==> src/rtl/mem_arb_pkg.sv <==
// Shared types and constants for the IF/LS data-memory arbiter.
// Holds the FSM states, the master IDs and the default sizing.
package mem_arb_pkg;

  localparam int ADDR_W_DEF = 64;
  localparam int DATA_W_DEF = 64;
  localparam int LAT_DEF    = 2;
  localparam int MASK_W     = 8;
  localparam int CNT_W      = 4;   // holds LAT-1 for LAT up to 15

  localparam logic MST_IF = 1'b0;
  localparam logic MST_LS = 1'b1;

  typedef enum logic [1:0] {
    IDLE = 2'd0,
    BUSY = 2'd1,
    RESP = 2'd2
  } state_e;

endpackage

==> src/rtl/mem_arb_rr.sv <==
// Two-way round-robin picker: on a tie, the master that was not served last wins.
// Purely combinational; the grant is one-hot (bit 0 = IF, bit 1 = LS) or zero.
module mem_arb_rr
  import mem_arb_pkg::*;
(
  input  logic       if_valid_i,
  input  logic       ls_valid_i,
  input  logic       rr_ptr_i,
  output logic [1:0] gnt_o
);

  always_comb begin
    gnt_o = 2'b00;
    if (if_valid_i && ls_valid_i) begin
      if (rr_ptr_i == MST_IF) gnt_o = 2'b10;
      else                    gnt_o = 2'b01;
    end else if (if_valid_i) begin
      gnt_o = 2'b01;
    end else if (ls_valid_i) begin
      gnt_o = 2'b10;
    end
  end

endmodule

==> src/rtl/mem_arbiter.sv <==
// Shares one data-memory port between instruction fetch (read-only) and load/store,
// one transaction at a time, with a programmable access latency LAT (1..15).
module mem_arbiter
  import mem_arb_pkg::*;
#(
  parameter int ADDR_W = ADDR_W_DEF,
  parameter int DATA_W = DATA_W_DEF,
  parameter int LAT    = LAT_DEF
) (
  input  logic              clk,
  input  logic              rst_n,
  input  logic              if_req_valid,
  output logic              if_req_ready,
  input  logic [ADDR_W-1:0] if_req_addr,
  output logic              if_resp_valid,
  input  logic              if_resp_ready,
  output logic [DATA_W-1:0] if_resp_data,
  input  logic              ls_req_valid,
  output logic              ls_req_ready,
  input  logic [ADDR_W-1:0] ls_req_addr,
  input  logic              ls_req_we,
  input  logic [DATA_W-1:0] ls_req_wdata,
  input  logic [MASK_W-1:0] ls_req_wmask,
  output logic              ls_resp_valid,
  input  logic              ls_resp_ready,
  output logic [DATA_W-1:0] ls_resp_data,
  output logic [ADDR_W-1:0] mem_addr,
  output logic              mem_ce,
  output logic              mem_we,
  output logic [DATA_W-1:0] mem_wdata,
  output logic [MASK_W-1:0] mem_wmask,
  input  logic [DATA_W-1:0] mem_rdata
);

  state_e            state_q, state_d;
  logic              rr_ptr_q, rr_ptr_d;
  logic [CNT_W-1:0]  cnt_q, cnt_d;
  logic              mst_q, mst_d;
  logic [ADDR_W-1:0] addr_q, addr_d;
  logic              we_q, we_d;
  logic [DATA_W-1:0] wdata_q, wdata_d;
  logic [MASK_W-1:0] wmask_q, wmask_d;
  logic [DATA_W-1:0] rdata_q, rdata_d;
  logic [1:0]        gnt;
  logic              resp_fire;

  mem_arb_rr u_rr (
    .if_valid_i (if_req_valid),
    .ls_valid_i (ls_req_valid),
    .rr_ptr_i   (rr_ptr_q),
    .gnt_o      (gnt)
  );

  always_ff @(posedge clk or negedge rst_n) begin
    if (!rst_n) begin
      state_q  <= IDLE;
      rr_ptr_q <= MST_IF;
      cnt_q    <= '0;
      mst_q    <= MST_IF;
      addr_q   <= '0;
      we_q     <= 1'b0;
      wdata_q  <= '0;
      wmask_q  <= '0;
      rdata_q  <= '0;
    end else begin
      state_q  <= state_d;
      rr_ptr_q <= rr_ptr_d;
      cnt_q    <= cnt_d;
      mst_q    <= mst_d;
      addr_q   <= addr_d;
      we_q     <= we_d;
      wdata_q  <= wdata_d;
      wmask_q  <= wmask_d;
      rdata_q  <= rdata_d;
    end
  end

  always_comb begin
    state_d       = state_q;
    rr_ptr_d      = rr_ptr_q;
    cnt_d         = cnt_q;
    mst_d         = mst_q;
    addr_d        = addr_q;
    we_d          = we_q;
    wdata_d       = wdata_q;
    wmask_d       = wmask_q;
    rdata_d       = rdata_q;
    if_req_ready  = 1'b0;
    ls_req_ready  = 1'b0;
    if_resp_valid = 1'b0;
    ls_resp_valid = 1'b0;
    if_resp_data  = '0;
    ls_resp_data  = '0;
    mem_addr      = '0;
    mem_ce        = 1'b0;
    mem_we        = 1'b0;
    mem_wdata     = '0;
    mem_wmask     = '0;
    resp_fire     = 1'b0;

    unique case (state_q)
      IDLE: begin
        // Gate the combinational grant so nothing is accepted while reset is held.
        if_req_ready = gnt[0] & rst_n;
        ls_req_ready = gnt[1] & rst_n;
        if (ls_req_valid && ls_req_ready) begin
          mst_d   = MST_LS;
          addr_d  = ls_req_addr;
          we_d    = ls_req_we;
          wdata_d = ls_req_wdata;
          wmask_d = ls_req_wmask;
          cnt_d   = CNT_W'(LAT - 1);
          state_d = BUSY;
        end else if (if_req_valid && if_req_ready) begin
          mst_d   = MST_IF;
          addr_d  = if_req_addr;
          we_d    = 1'b0;
          wdata_d = '0;
          wmask_d = '0;
          cnt_d   = CNT_W'(LAT - 1);
          state_d = BUSY;
        end
      end
      BUSY: begin
        mem_ce    = 1'b1;
        mem_addr  = addr_q;
        mem_wdata = wdata_q;
        mem_wmask = wmask_q;
        // The write strobe fires only at the sample point, so it is issued once.
        mem_we    = (cnt_q == '0) && we_q;
        if (cnt_q == '0) begin
          rdata_d = we_q ? '0 : mem_rdata;
          state_d = RESP;
        end else begin
          cnt_d = cnt_q - 1'b1;
        end
      end
      RESP: begin
        if (mst_q == MST_LS) begin
          ls_resp_valid = 1'b1;
          ls_resp_data  = rdata_q;
          resp_fire     = ls_resp_ready;
        end else begin
          if_resp_valid = 1'b1;
          if_resp_data  = rdata_q;
          resp_fire     = if_resp_ready;
        end
        if (resp_fire) begin
          rr_ptr_d = mst_q;
          state_d  = IDLE;
        end
      end
      default: state_d = IDLE;
    endcase
  end

endmodule

==> config.mk <==
export PLATFORM = sky130hd
export DESIGN_NAME = mem_arbiter
export DESIGN_NICKNAME = d
export VERILOG_FILES = /design/src/rtl/mem_arb_pkg.sv /design/src/rtl/mem_arb_rr.sv /design/src/rtl/mem_arbiter.sv
export SDC_FILE = /design/constraint.sdc
export NUM_CORES = 1
export LEC_CHECK = 0
export BUFFER_PORTS_ARGS = -buffer_cell sky130_fd_sc_hd__buf_2
export CAP_MARGIN = 20
export CORE_AREA = 2 2 209 211
export CTS_CLUSTER_SIZE = 14
export DETAILED_ROUTE_END_ITERATION = 10
export DIE_AREA = 0 0 211 213
export REMOVE_ABC_BUFFERS = 1
export SYNTH_ARGS = -nofsm -noshare
export SYNTH_HDL_FRONTEND = slang
export SYNTH_HIERARCHICAL = 1
export SYNTH_SLANG_ARGS = --single-unit
==> constraint.sdc <==
create_clock -name clk -period 2 [get_ports clk]
set_clock_uncertainty 0.05 [all_clocks]
set_input_delay 0.4 -clock clk [delete_from_list [all_inputs] [get_ports clk]]
set_output_delay 0.4 -clock clk [all_outputs]
set_load 0.01 [all_outputs]
==> results of run 1 <==
## power breakdown
group | leakage (uW) | internal [uW] | total (uW) | switching, uW
logic | 0.00564 | 4210 | 9040 | 4820
registers | 0.00264 | 6290 | 7700 | 1420
clock network | 0.000377 | 2540 | 4380 | 1830
total | 0.00865 | 13000 | 21100 | 8070
## placed cells by master, fill, tap and decap left out, types with 3 or more instances in the layout
master and instances:
dfrtp_1 208, mux2i_1 64, clkinv_2 4, diode_2 3, o21ai_1 10, buf_6 38
and2_4 27, o21ai_0 249, and2_1 174, buf_12 22, buf_8 4, clkbuf_1 7
buf_4 38, clkbuf_16 29, and3_1 61, a22o_1 74, clkbuf_8 3, buf_2 503
nand2_1 67, and3_4 5, inv_1 4, dlygate4sd3_1 12
## worst max path at each step
stage | startpoint | to | slack [ns] | cells past startpoint
finish | state_q[0] | ls_resp_data[43] | -0.32 | 6
global route | state_q[0] | ls_resp_data[5] | -0.38 | 6
CTS | state_q[0] | ls_resp_data[12] | -0.32 | 5
detailed placement | ls_req_valid | wdata_q[7] | -0.009 | 6
global placement | ls_req_valid | wdata_q[28] | -0.02 | 6
floorplan | ls_req_valid | wdata_q[0] | -5.97 | 4
## metal layers
layer / track usage / up-vias / routed length, um
met5: 0 / - / 17
met3: 0.0437 / 75 / 3090
met4: 0.0772 / 2 / 1800
met1: 0.195 / 5065 / 16200
met2: 0.316 / 485 / 22300
li1: - / 4870 / -
## flip-flops by register name, indices dropped and copies added, names as in the netlist
| signal | flops |
|---|---|
| state_q | 2 |
| cnt_q | 4 |
| addr_q | 64 |
| we_q | 1 |
| wmask_q | 8 |
| rdata_q | 64 |
| mst_q | 1 |
| rr_ptr_q | 1 |
| wdata_q | 64 |
## area by class of cell
class                           count  share of cell area
Tap cell                          546              0.0437
Clock buffer                       35              0.0443
Sequential cell                   209               0.334
Clock inverter                      9             0.00528
Timing Repair Buffer              623               0.255
Inverter                            7             0.00248
Multi-Input combinational cell    763               0.314
Antenna cell                        3            0.000480
## what timing repair did
item	4_1_cts	5_1_grt
hold endpoints to repair	95	0
hold buffers	13	0
cloned	2	7
endpoints found under the setup margin	270	283
pin swaps	19	3
gates resized for setup	48	57
buffers inserted	9	3
## critical path, cell delays in order (launching register included)
cell       delay, ns
dfrtp_2         0.45
buf_6           0.14
nor2b_4         0.11
buf_12          0.16
clkbuf_16       0.17
and3_1          0.17
buf_2           0.13
## through the flow
step / TNS, ns / setup WS (ns) / total power, uW / instance area [um^2]
floorplan: -1160.00 / -5.97 / 11400 / 9990
global placement: -0.254 / -0.0199 / 15300 / 14000
detailed placement: -0.0672 / -0.00921 / 15500 / 14000
CTS: -68.43 / -0.325 / 20600 / 15300
global route: -81.33 / -0.382 / 22500 / 15600
finish: -58.88 / -0.321 / 21100 / 15600
## logic make-up (layout without fill, tap and decap cells)
| kind of cell | count (synthesis) | after routing | share of synthesized area |
|---|---|---|---|
| buffers and inverters | 115 | 674 | 0.0444 |
| adder cells (fa/ha/maj) | 2 | 2 | 0.00240 |
| AND/OR/NAND/NOR | 350 | 350 | 0.193 |
| multiplexers | 65 | 65 | 0.0625 |
| other | 0 | 3 | 0 |
| AO/OA/AOI/OAI | 346 | 346 | 0.196 |
| flip-flops | 209 | 209 | 0.502 |
==> results by group, run 1 <==
Critical path
  – RR Startpoint: state_q[1]
  – Crit path capture type: output port
  – Setup CP Type: flop to output port
  – Req. time, crit path: approximately 1.6 ns
  – R2r setup slk: 0.03 ns
  – Worst reg-to-reg path cell count: 7
  – WP data arrival: 1.87 ns
  – Worst R2R End: rdata_q[25]
  – Crit-path max FO: 9
  – Startpoint Class: flop

Synth
  – Post-synth ARST share: 1.00
  – Syn avg cell area: 9.59 um^2
  – Mapped cell area: 10400 um^2
  – Gate Count Post-Synth: between 1000 and 1500
  – Count of cell types in the netlist: 36
  – Yosys top cell area share: 0.501
  – Most used DFF post-synth: dfrtp_1
  – Synth top area cells: dfrtp_1 (50%), and2_1 (12%), o21ai_0 (12%)
  – Synth cell count leaders: o21ai_0 (249), dfrtp_1 (209), and2_1 (201)
  – Sequential-to-total area share from yosys stat: 0.501
  – Yosys warns: 6
  – Leading area contributor after synthesis: dfrtp_1
  – EDFF count, synth: 0
  – #FFs+latches synth: 209
  – Most numerous cell in the Yosys netlist: o21ai_0

STA
  – RSZ-0062 raised after global routing: yes
  – Fin Hold WS: roughly 0.028 ns
  – Slew headroom: 0.452
  – Worst slew pin tran: between 0.8 and 0.9 ns
  – Max Fclk: ~430 MHz
  – Fin crit period: 2.32 ns
  – Final Setup Violations: 269
  – Final Hold Viols: 0
  – PnR worst setup slack: -0.321 ns
  – Slew Viols, Final: 0
  – Period utilisation layout: 1.16

Finish
  – Share of layout cells above drive strength 1: 0.425
  – Sequential cell area: 5230 um^2
  – Final #Nets: 1902
  – Fin util: 0.366
  – Finished Layout Cells: between 2000 and 2500
  – Fillers: 4372
  – Layout area overhead: 50.0%
  – Area of the multi-input gates: 4910 um^2

Detailed routing
  – Wirelength per Cell: 19.8 um
  – Via count: 10500
  – DR iter-0 viols: around 610
  – DRC Markers: 0
  – Drt total wl: 43400 um
  – DRT antenna net count: 0
  – Vias per inst: 4.78
  – Drt pass-1 iters: 5

Placement
  – Post-DP HPWL: 31300 um
  – RD Place Congestion: 0.971
  – Port Buffer Count: 540
  – DP Cell Count: 2115

Floorplan
  – Top Ports: 541
  – Die area: 44900 um^2
  – Die Wd: between 200 and 250 um
  – FP Rows: 76
  – CORE AREA: 42700 um^2
  – Starting Density: 0.244
  – DIE HEIGHT: between 200 and 250 um

Global routing
  – GRT Residual Overflow: 0
  – Initial antenna violation count: 7
  – First-pass GRT wire length: 60200 um
  – GRT Total Usage: 0.175
  – Largest net degree at the start of global routing: 130
  – Vias in the first global route: 10100

Clocking
  – Clk buf depth: 3
  – Clock sinks: 209
  – Clock buffer count from CTS: 25
  – Root Driver: clkbuf_16
  – Clk Latency, worst-skew pair: 0.53 ns
  – CTS clk-pin slew, worst paths: 0.06 ns
  – CTS tree: done
  – H-Tree Depth: 1

Job
  – Max-Cap Viols: 0

Outcome
  – Status: finished, violations left
  – Failing checks: negative setup slack

Hold path
  – Hold depth: 2
  – HP Class: primary input to flop
  – Hold path startpoint: ls_req_wdata[11]
  – Hold EP: wdata_q[11]

Power and ir drop
  – Max IR drop VDD: between 0.6 and 0.7 mV
  – Leak pwr: 0.00865 uW
  – Pwr Density: 1350 nW/um^2
Power figures use the tool's default switching activity.
==> run 2, diff against run 1 <==
- CORE_AREA: 2 2 209 211 -> 2 2 212 214
- DIE_AREA: 0 0 211 213 -> 0 0 214 216
- clock period: 2 -> 2.5 ns (I/O delays scaled with it)
==> run 2 against run 1 <==
The flow now finishes without violations. Die area is 2.9% higher. Via count is 1.7% lower. Non-clock buffer count is 38 lower. Sequential share of layout area is 1.4 points higher.
==> results by group, run 2 (synthesized netlist as in run 1, its figures left out) <==
Outcome
  – Status: finished clean

Detailed routing
  – Wirelength per Cell: 19.2 um (-3.1%)
  – Vias per inst: 4.69 (-1.9%)
  – DRC Markers: 0 (unchanged)
  – DRT antenna net count: 0 (unchanged)
  – DR iter-0 viols: 696 (+14%)
  – Drt pass-1 iters: 5 (unchanged)
  – Drt total wl: 42200 um (-2.9%)
  – Via count: 10300 (-1.7%)

Critical path
  – Worst R2R End: rdata_q[40]
  – Req. time, crit path: 1.95 ns (+0.40 ns)
  – Crit path capture type: output port
  – CP endpoint: ls_resp_data[18]
  – Critical Path Max Stage Delay: 0.45 ns (about the same)
  – Setup CP Type: flop to output port
  – R2r setup slk: 0.40 ns (+0.37 ns)
  – Max stage delay cell, worst path: dfrtp_2
  – Crit-path max FO: 33 (+24)
  – WP data arrival: 1.91 ns (+0.04 ns)
  – RR Startpoint: cnt_q[0]
  – Crit path cell chain: buf_6, nor2b_4, buf_12, clkbuf_16, and3_1, buf_2
  – Startpoint Class: flop
  – Worst reg-to-reg path cell count: 6 (-1)
  – Launch point of the critical path: state_q[1]

Floorplan
  – Die Wd: 214 um (+1.4%)
  – Top Ports: 541 (unchanged)
  – DIE HEIGHT: 216 um (+1.4%)
  – Starting Density: 0.238 (-0.00635)
  – CORE AREA: 43800 um^2 (+2.7%)
  – Die area: 46200 um^2 (+2.9%)
  – FP Rows: 77 (+1.3%)

STA
  – Max Fclk: slightly above 400 MHz
  – Period utilisation layout: 0.982
  – Final Setup Violations: 0 (-100%)
  – Slew Viols, Final: 0 (unchanged)
  – Worst slew pin tran: 0.736 ns (-0.0867 ns)
  – Slew headroom: 0.509 (+0.0578)
  – PnR worst setup slack: 0.0446 ns (+0.366 ns)
  – Fin crit period: 2.46 ns
  – RSZ-0062 raised after global routing: yes
  – Final Hold Viols: 0 (unchanged)

Global routing
  – First-pass GRT wire length: 61600 um (+2.3%)
  – Vias in the first global route: 10200 (+0.94%)
  – GRT Residual Overflow: 0 (unchanged)
  – Initial antenna violation count: 3 (-4)
  – GRT Total Usage: 0.171 (-0.00387)
  – Largest net degree at the start of global routing: 115 (-12%)

Placement
  – RD Place Congestion: 0.944 (-2.8%)
  – Pre-CTS WS: 0.239 ns (+0.248 ns)
  – Post-DP HPWL: 30300 um (-3.3%)
  – Port Buffer Count: 540 (unchanged)
  – DP Cell Count: 2144 (+1.4%)

Clocking
  – CTS clk-pin slew, worst paths: 0.06 ns (about the same)
  – H-Tree Depth: 1 (unchanged)
  – CTS tree: done
  – Clock sinks: 209 (unchanged)
  – Clk Latency, worst-skew pair: 0.53 ns (about the same)
  – Clk buf depth: 3 (unchanged)
  – Root Driver: clkbuf_16
  – Clock buffer count from CTS: 25 (unchanged)

Finish
  – Final #Nets: 1865 (-1.9%)
  – Commonest non-fill, non-tap cells in the layout: buf_2 (538), o21ai_0 (249), dfrtp_1 (206)
  – Largest regs: addr_q (64), rdata_q (64), wdata_q (64)
  – Leading cell type in the layout, fill and taps excluded: buf_2
  – Share of layout cells above drive strength 1: 0.408 (-0.0165)
  – Layout area overhead: 44.3%
  – Finished Layout Cells: 2200 (+0.23%)

Power and ir drop
  – Max IR drop VDD: 0.461 mV (-33%)
  – Pwr Density: 1080 nW/um^2 (-20%)
  – Leak pwr: 0.00840 uW (-2.9%)
  – Total power: 16300 uW (-23%)

Job
  – Max-Cap Viols: 0 (unchanged)

Hold path
  – HP Class: primary input to flop
[run 2: how the worst min path moves through the flow]
stage | startpoint | endpoint | slack, ns | depth (start not counted)
detailed placement | rst_n | state_q[1] | 0.30 | 1
CTS | ls_req_wdata[55] | wdata_q[55] | 0.10 | 2
finish | ls_req_wdata[10] | wdata_q[10] | 0.13 | 2
global placement | rst_n | state_q[1] | 0.30 | 1
global route | ls_req_wdata[3] | wdata_q[3] | 0.11 | 2
floorplan | rst_n | addr_q[0] | 0.15 | 0
[run 2: power breakdown]
part | total (uW) | internal (uW) | switching (uW)
clock network | 3600 | 2150 | 1450
logic | 6560 | 2790 | 3770
registers | 6120 | 5030 | 1090
total | 16300 | 9970 | 6320
[run 2: cell type report]
| type | instances | area, um^2 |
|---|---|---|
| Inverter | 7 | 38.8 |
| Clock inverter | 9 | 76.3 |
| Tap cell | 592 | 741 |
| Multi-Input combinational cell | 763 | 4840 |
| Timing Repair Buffer | 585 | 3370 |
| Clock buffer | 33 | 736 |
| Sequential cell | 209 | 5230 |
| Antenna cell | 1 | 2.50 |
| Timing Repair inverter | 1 | 6.26 |
| Fill cell | 4530 | 28800 |
[run 2: worst max-delay path: cells and delay by family (launching register included)]
family        cells  cell delay [ns]
buf+inv           4             0.61
simple gates      2             0.31
flops             1             0.45
[run 2: repair_timing]
action	CTS	global route
gates resized for setup	12	17
buffers inserted	4	1
hold endpoints to repair	4	0
endpoints found under the setup margin	119	40
pin swaps	1	0
gates cloned	4	3
hold buffers	1	0
[run 2: metrics by stage]
step	setup TNS, ns	util	cell area (um^2)	hold slack [ns]
after floorplan	-962.31	-	9990	0.154
after global placement	0	0.317	13900	0.296
after detailed placement	0	0.317	13900	0.296
after CTS	-0.0209	0.340	14900	0.100
after global routing	-0.462	0.343	15000	0.111
final	0	0.343	15000	0.131
[run 2: routing by layer]
layer / track usage / wire length [um]
met1: 0.202 / 16700
met2: 0.299 / 20800
met3: 0.0296 / 2610
met4: 0.0848 / 2070
met5: 0 / 0
